--- config.mk ---
export PLATFORM = sky130hd
export DESIGN_NAME = i2c_master_wr
export DESIGN_NICKNAME = d
export VERILOG_FILES = /design/src/rtl/i2c_master_wr.sv
export SDC_FILE = /design/constraint.sdc
export NUM_CORES = 1
export LEC_CHECK = 0
export CAP_MARGIN = 25
export CORE_ASPECT_RATIO = 0.7
export CORE_MARGIN = 3
export CORE_UTILIZATION = 59
export DETAILED_ROUTE_END_ITERATION = 12
export PLACE_DENSITY = 0.88
export SETUP_SLACK_MARGIN = 0.5
export SYNTH_ARGS = -nofsm -noshare
export SYNTH_HDL_FRONTEND = slang
export SYNTH_SLANG_ARGS = --single-unit
--- constraint.sdc ---
create_clock -name clk -period 4.05 [get_ports clk]
set_clock_uncertainty 0.2 [all_clocks]
set_input_delay 0.405 -clock clk [delete_from_list [all_inputs] [get_ports clk]]
set_output_delay 0.405 -clock clk [all_outputs]
set_load 0.02 [all_outputs]
--- src/rtl/i2c_master_wr.sv ---
// i2c_master_wr
//   Single-shot I2C write initiator: START, {slave_addr,W}, mem_addr, wr_data,
//   STOP. The target's ACK is sampled after each byte; a NACK aborts straight
//   to STOP and is reported through ack_err together with done.
//
// Ports
//   clk, rst_n   system clock, synchronous active-low reset
//   start        request pulse, accepted only when idle (busy=0, done=0)
//   slave_addr   7-bit target address, latched on acceptance
//   mem_addr     memory/register address byte, latched on acceptance
//   wr_data      data byte, latched on acceptance
//   busy         transaction in progress
//   done         one-clock pulse at transaction end
//   ack_err      at least one ACK slot read 1 (valid with done)
//   scl_oe       1 = pull SCL low, 0 = release
//   sda_oe       1 = pull SDA low, 0 = release
//   sda_i        SDA pad input, used for ACK sampling
module i2c_master_wr #(
    parameter int unsigned CLK_DIV = 250
) (
    input  logic       clk,
    input  logic       rst_n,
    input  logic       start,
    input  logic [6:0] slave_addr,
    input  logic [7:0] mem_addr,
    input  logic [7:0] wr_data,
    output logic       busy,
    output logic       done,
    output logic       ack_err,
    output logic       scl_oe,
    output logic       sda_oe,
    input  logic       sda_i
);

    localparam logic [3:0] ST_IDLE  = 4'd0;
    localparam logic [3:0] ST_START = 4'd1;
    localparam logic [3:0] ST_ADDR  = 4'd2;
    localparam logic [3:0] ST_ACK1  = 4'd3;
    localparam logic [3:0] ST_MADDR = 4'd4;
    localparam logic [3:0] ST_ACK2  = 4'd5;
    localparam logic [3:0] ST_DATA  = 4'd6;
    localparam logic [3:0] ST_ACK3  = 4'd7;
    localparam logic [3:0] ST_STOP  = 4'd8;

    localparam logic [15:0] DIV_LAST = 16'(CLK_DIV - 1);

    logic [3:0]  state;
    logic [3:0]  nxt_state;
    logic [15:0] div_cnt;
    logic [1:0]  qtr;
    logic [1:0]  nxt_qtr;
    logic [2:0]  bit_cnt;
    logic [6:0]  addr_r;
    logic [7:0]  maddr_r;
    logic [7:0]  data_r;
    logic        ack_bit;
    logic        nack_seen;

    logic        tick;
    logic        cell_end;
    logic        accept;
    logic        in_byte;
    logic        in_ack;
    logic [7:0]  cur_byte;
    logic        scl_nxt;
    logic        sda_cur;

    assign tick     = (div_cnt == DIV_LAST);
    assign cell_end = tick && (qtr == 2'd3);
    assign accept   = (state == ST_IDLE) && start && !done;
    assign in_byte  = (state == ST_ADDR) || (state == ST_MADDR) || (state == ST_DATA);
    assign in_ack   = (state == ST_ACK1) || (state == ST_ACK2) || (state == ST_ACK3);

    always_comb begin
        cur_byte = data_r;
        case (state)
            ST_ADDR:  cur_byte = {addr_r, 1'b0};
            ST_MADDR: cur_byte = maddr_r;
            default:  cur_byte = data_r;
        endcase
    end

    always_comb begin
        nxt_state = state;
        if (state == ST_IDLE) begin
            if (accept) nxt_state = ST_START;
        end else if (cell_end) begin
            case (state)
                ST_START: nxt_state = ST_ADDR;
                ST_ADDR:  if (bit_cnt == 3'd0) nxt_state = ST_ACK1;
                ST_ACK1:  nxt_state = ack_bit ? ST_STOP : ST_MADDR;
                ST_MADDR: if (bit_cnt == 3'd0) nxt_state = ST_ACK2;
                ST_ACK2:  nxt_state = ack_bit ? ST_STOP : ST_DATA;
                ST_DATA:  if (bit_cnt == 3'd0) nxt_state = ST_ACK3;
                ST_ACK3:  nxt_state = ST_STOP;
                default:  nxt_state = ST_IDLE;
            endcase
        end
    end

    always_comb begin
        nxt_qtr = qtr;
        if (state == ST_IDLE) nxt_qtr = 2'd0;
        else if (tick)        nxt_qtr = 2'(qtr + 2'd1);
    end

    // SCL follows the next-state so it changes exactly on quarter boundaries.
    assign scl_nxt = (nxt_state != ST_IDLE) && (nxt_state != ST_START) && !nxt_qtr[1];

    // SDA is derived from the current state and therefore lags SCL by one
    // clock: it moves one clk after SCL falls, giving a one-clock hold.
    always_comb begin
        sda_cur = 1'b0;
        case (state)
            ST_START: sda_cur = qtr[1];
            ST_ADDR,
            ST_MADDR,
            ST_DATA:  sda_cur = ~cur_byte[bit_cnt];
            ST_STOP:  sda_cur = (qtr != 2'd3);
            default:  sda_cur = 1'b0;
        endcase
    end

    always_ff @(posedge clk) begin
        if (!rst_n) begin
            state     <= ST_IDLE;
            div_cnt   <= '0;
            qtr       <= '0;
            bit_cnt   <= '0;
            addr_r    <= '0;
            maddr_r   <= '0;
            data_r    <= '0;
            ack_bit   <= 1'b0;
            nack_seen <= 1'b0;
            busy      <= 1'b0;
            done      <= 1'b0;
            ack_err   <= 1'b0;
            scl_oe    <= 1'b0;
            sda_oe    <= 1'b0;
        end else begin
            state  <= nxt_state;
            qtr    <= nxt_qtr;
            busy   <= (nxt_state != ST_IDLE);
            done   <= (state == ST_STOP) && cell_end;
            scl_oe <= scl_nxt;
            sda_oe <= sda_cur;

            if (state == ST_IDLE || tick) div_cnt <= '0;
            else                          div_cnt <= div_cnt + 16'd1;

            if (accept) begin
                addr_r    <= slave_addr;
                maddr_r   <= mem_addr;
                data_r    <= wr_data;
                bit_cnt   <= 3'd7;
                nack_seen <= 1'b0;
                ack_err   <= 1'b0;
            end

            if (in_ack && qtr == 2'd2 && tick) ack_bit <= sda_i;

            if (cell_end) begin
                // Bit counter wraps 0 -> 7, ready for the next byte.
                if (in_byte)          bit_cnt   <= bit_cnt - 3'd1;
                if (in_ack && ack_bit) nack_seen <= 1'b1;
                if (state == ST_STOP) ack_err   <= nack_seen;
            end
        end
    end

endmodule
==> results of run 1 <==
cell usage after synthesis (2+ instances only):
master and n:
inv_1 14, a21oi_1 33, nor2_1 33, nand2b_1 7, nand2_1 68, nand3b_1 2, nor3_1 8, o22ai_1 3
o31ai_1 3, xnor2_1 7, or3_1 3, or2_2 2, o221ai_1 2, dfxtp_1 55, xor2_1 8, or4_1 2
and2_1 2, nor4_1 2, ha_1 6, a211oi_1 4, nand3_1 12, clkbuf_1 14, a221oi_1 2, mux2i_1 4
o21ai_0 10, and3_1 2
final timing paths:
path	start	endpoint	slack (ns)	depth (start not counted)
hold / removal	data_r[7]	data_r[7]	0.26	2
hold reg to reg	data_r[7]	data_r[7]	0.26	2
setup reg to reg	div_cnt[3]	bit_cnt[2]	1.25	6
setup / recovery	div_cnt[3]	bit_cnt[2]	1.25	6
cell families after synthesis:
group                      count (synthesis)
AOI/OAI and AO/OA                         66
xor gates and xnor gates                  15
adders and majority gates                  6
buffers and inverters                     32
DFF                                       55
muxes                                      6
and+or+nand+nor                          150
flip-flops by register name (all words and copies together), names as in the netlist:
register / cells
div_cnt: 16
addr_r: 7
qtr: 2
ack_err: 1
busy: 1
ack_bit: 1
bit_cnt: 3
done: 1
state: 4
sda_oe: 1
scl_oe: 1
maddr_r: 8
nack_seen: 1
data_r: 8
critical path, cell delays in order (launching register included):
cell and delay, ns:
dfxtp_1 0.42, nand3_2 0.12, or3_1 0.46, nor4_4 0.60
and2_0 0.38, mux2_1 0.36, o21a_1 0.16
per-layer routing:
metal / GRT usage / share of wire
met5: 0 / 0
met3: 0.0428 / 0.084
met1: 0.344 / 0.50
met4: 0.0632 / 0.014
met2: 0.320 / 0.41
area by class of cell:
type                            count  area share
Timing Repair Buffer               34       0.109
Multi-Input combinational cell    243       0.448
Sequential cell                    55       0.361
Inverter                           14      0.0172
Tap cell                           52      0.0213
Clock buffer                        6      0.0238
Clock inverter                      2      0.0197
power by group through the flow:
stage / clock (uW) / sequential, uW / combinational, uW
6_report: 416 / 576 / 108
5_1_grt: 439 / 578 / 119
4_1_cts: 420 / 575 / 107
3_5_place_dp: 0 / 588 / 106
3_3_place_gp: 0 / 587 / 104
2_1_floorplan: 0 / 582 / 64.6
stage by stage:
stage,area (sq um),hold slack [ns],util,cells
after floorplan,2600,0.231,-,330
after global placement,2920,0.244,0.713,398
after detailed placement,2920,0.252,0.713,398
after CTS,3050,0.266,0.746,406
after global routing,3050,0.282,0.746,406
final,3050,0.263,0.746,406
==> flow_summary.ini, run 1 <==
[global_route]
grt_use_total = 0.225
antenna_found_initial = 0
grt_max_degree = 31
grt_overflow_total = 0
grt_pass1_vias = 1915
grt_pass1_wl_um = 9290

[routing]
wl_per_cell_um = 14.1
finalWirelength_um = 5740
drt-pass1-iter-count = 5
drc = 0
vias_per_cell = 5.77
route.vias.total = 2344
ant_nets = 0
drt-initial-drc-count = 255

[power_and_ir_drop]
p_per_area_nw_per_um2 = 361
ir_drop_uv = 286
design_power_total_uw = 1100
swShare = 0.219
combPwrFrac = 0.098
power_switching_uw = 241
p_int_uw = 859
leakage_uw = 0.00107
p_clk_frac = 0.378
p_seq_frac = 0.524

[clocking]
cts_tree = built
postCtsSetupRepairBufs = 0
cts-root-buf = clkbuf_8
hold_buffers = 0
clk_pin_slew_worst_paths_ns = 0.09
htree_levels = 2
cts_resized = 0
clk_path_buf_depth = 2
clock-sinks = 55
cts_made_buffers = 5
clk_latency_ns = 0.30

[hold_path]
hold_path.class = reg -> reg

[layout]
drive_gt1_frac = 0.0480
syn_to_final_growth_pct = 17.3
antenna_cells = 0
layout.nets = 386
multiInputGateArea_sq_um = 1370
nFillCells = 315
mostFrequentLayoutCells = nand2_1, dfxtp_1, a21oi_1, nor2_1, clkdlybuf4s50_1
regArea_sq_um = 1100
layout_commonest_cell = nand2_1

[synth]
muxShareOfSynthArea = 0.0241
synth_compound_area_frac = 0.154
avgSynthCellArea_sq_um = 7.88
synth-seq-area-share = 0.423
synth_top_area_frac = 0.423
synth_xor_xnor_area_share = 0.0505
ys_top_cells_by_area = dfxtp_1, nand2_1, a21oi_1, nor2_1, ha_1
synth_edf_count = 0
synth_area_sq_um = 2600
synth_top_family_by_area = simple AND/OR/NAND/NOR gates
ys_warn_count = 0
syn_inst = 330
synth-async-reset-ratio = 0
synth_flop_cell = dfxtp_1
synth_nets = 363
synth_cell_type_count = 48
yosys.area_share.simple = 0.267
synthAdderAreaFrac = 0.0289
ys_seq_elements = 55
synth_top_cell_by_area = dfxtp_1

[timing]
finalHoldViolCount = 0
rsz0062_at_grt = false
finalCritPeriodShare = 0.691
finalSetupViolations = 0
finalMaxSlewViolations = 0
worst_pin_slew_ns = 0.837
clock.fmax_mhz = 357
relSlewSlack = 0.441
fin_tns_setup_ns = 0
fin_ws_ns = 1.25
finalCriticalPeriod_ns = 2.80

[worst_setup_path]
critPathArrivalTime_ns = 2.81
critPathKind = reg -> reg
worst-path-max-fanout = 8
start_kind = register
worstPathRequired_ns = 4.06
crit_path_end_kind = register

[place]
place_congestion = 0.864
dp_hpwl_um = 4230
io_buffers = 31
place_ws_ns = 1.32

[die]
die_x_um = 85.3
die_h_um = 61.5
coreArea_sq_um = 4090
rows = 19
start_util = 0.636
die_area_sq_um = 5250
ios = 32

[status]
status = finished clean

[flow_run]
maxCapViolCount = 0
No activity file was read; power rests on OpenSTA's default activity.
==> run 2: changes to the inputs <==
CORE_UTILIZATION = 50   (was 59)
PLACE_DENSITY = 0.8   (was 0.88)
clock period = 2.4 ns   (was 4.05 ns; I/O delays follow)
==> flow_summary.ini, run 2 (synthesis gave the netlist of run 1 again) <==
[timing]
finalCriticalPeriod_ns = 2.30
finalCritPeriodShare = 0.959
finalHoldViolCount = 0
fin_tns_setup_ns = 0
worst_pin_slew_ns = 0.519
whs_ns = 0.257
rsz0062_at_grt = true
finalSetupViolations = 0
clock.fmax_mhz = 434
fin_ws_ns = 0.0975
finalMaxSlewViolations = 0
relSlewSlack = 0.650

[die]
coreArea_sq_um = 4890
ios = 32
die_h_um = 66.3
rows = 21
start_util = 0.532
die_area_sq_um = 6110
die_x_um = 92.2

[clocking]
htree_levels = 2
cts_made_buffers = 5
clk_path_buf_depth = 2
clk_pin_slew_worst_paths_ns = 0.11
hold_buffers = 0
clk_latency_ns = 0.32
clock-sinks = 55
cts_tree = built
cts-root-buf = clkbuf_8

[power_and_ir_drop]
power_switching_uw = 459
ir_drop_uv = 286
swShare = 0.252
combPwrFrac = 0.121
p_int_uw = 1370
p_clk_frac = 0.349
p_seq_frac = 0.530
leakage_uw = 0.00127
p_per_area_nw_per_um2 = 517

[layout]
layout.cells.non_filler = 451
postLayoutCoreUtil = 0.721
reg_top3 = div_cnt: 16 flops, data_r: 8 flops, maddr_r: 8 flops
layout.nets = 414
drive_gt1_frac = 0.215
syn_to_final_growth_pct = 35.6
antenna_cells = 0
layout_commonest_cell = nand2_1
regMostFlops = div_cnt
mostFrequentLayoutCells = nand2_1, dfxtp_1, clkdlybuf4s50_1
largest_reg_flops = 16

[routing]
ant_nets = 0
route.vias.total = 2598
drt-initial-drc-count = 319
vias_per_cell = 5.76
drc = 0
finalWirelength_um = 7290
wl_per_cell_um = 16.2
drt-pass1-iter-count = 5

[global_route]
antenna_found_initial = 0
grt_pass1_wl_um = 10600
grt_use_total = 0.218
grt_pass1_vias = 2272
grt_overflow_total = 0
grt_max_degree = 31

[place]
io_buffers = 31
dp_hpwl_um = 4330
place_congestion = 0.861
place_ws_ns = 0.0970
dpl.cell_count = 425

[worst_setup_path]
crit_path_end_kind = register
start_kind = register
critPathArrivalTime_ns = 2.32
worst-path-max-fanout = 4
critPathKind = reg -> reg
worstPathRequired_ns = 2.42

[hold_path]
hold_path.class = in -> reg

[flow_run]
maxCapViolCount = 0

[status]
status = finished clean
-- run 2: cell types whose count changed in the layout (fill, tap and decap cells not counted), sizes merged --
cell | before | now
buf | 3 | 30
bufinv | 2 | 1
inv | 14 | 15
or2 | 2 | 3
-- run 2: metal layers --
layer  GRT usage  part of all wire  routed length (um)
met4      0.0667             0.024                 174
met2       0.346              0.45                3250
met3      0.0557             0.097                 707
met5           0                 0                   0
met1       0.291              0.43                3160
-- run 2: metrics by stage --
stage | area [sq um] | power [uW]
floorplan | 2630 | 1100
global placement | 3040 | 1170
detailed placement | 3040 | 1180
global route | 3530 | 1880
finish | 3530 | 1820
CTS | 3360 | 1800
-- run 2: power groups by stage --
stage | sequential [uW] | combinational [uW] | clock (uW)
after floorplan | 982 | 114 | 0
after global placement | 989 | 185 | 0
after detailed placement | 990 | 189 | 0
after CTS | 969 | 205 | 627
after global routing | 971 | 240 | 669
final | 967 | 220 | 637
-- run 2: timing repair --
action,4_1_cts,5_1_grt
endpoints found under the setup margin,31,54
buffers inserted,8,9
pin swaps,17,14
gates resized for setup,35,25
gates cloned,0,1
-- run 2: final timing paths --
path | from | end | slack (ns) | cells past startpoint
hold reg to reg | data_r[7] | data_r[7] | 0.26 | 2
setup reg to reg | div_cnt[4] | bit_cnt[2] | 0.1 | 6
setup / recovery | div_cnt[4] | bit_cnt[2] | 0.1 | 6
hold / removal | slave_addr[3] | addr_r[3] | 0.26 | 3
-- run 2: worst max-delay path, stage by stage (launching register included) --
cell and delay [ns]:
dfxtp_4 0.39, nand3_4 0.09, or3_4 0.43, nor4_4 0.41, and2_4 0.22, mux2_4 0.30
o21a_1 0.16
-- run 2: area by class of cell --
class,count,area [sq um]
clock buffer,6,72.6
clock inverter,2,38.8
fill,357,1360
inverter,14,52.6
multi-input combinational,244,1570
sequential,55,1130
tap,69,86.3
timing repair buffer,61,574
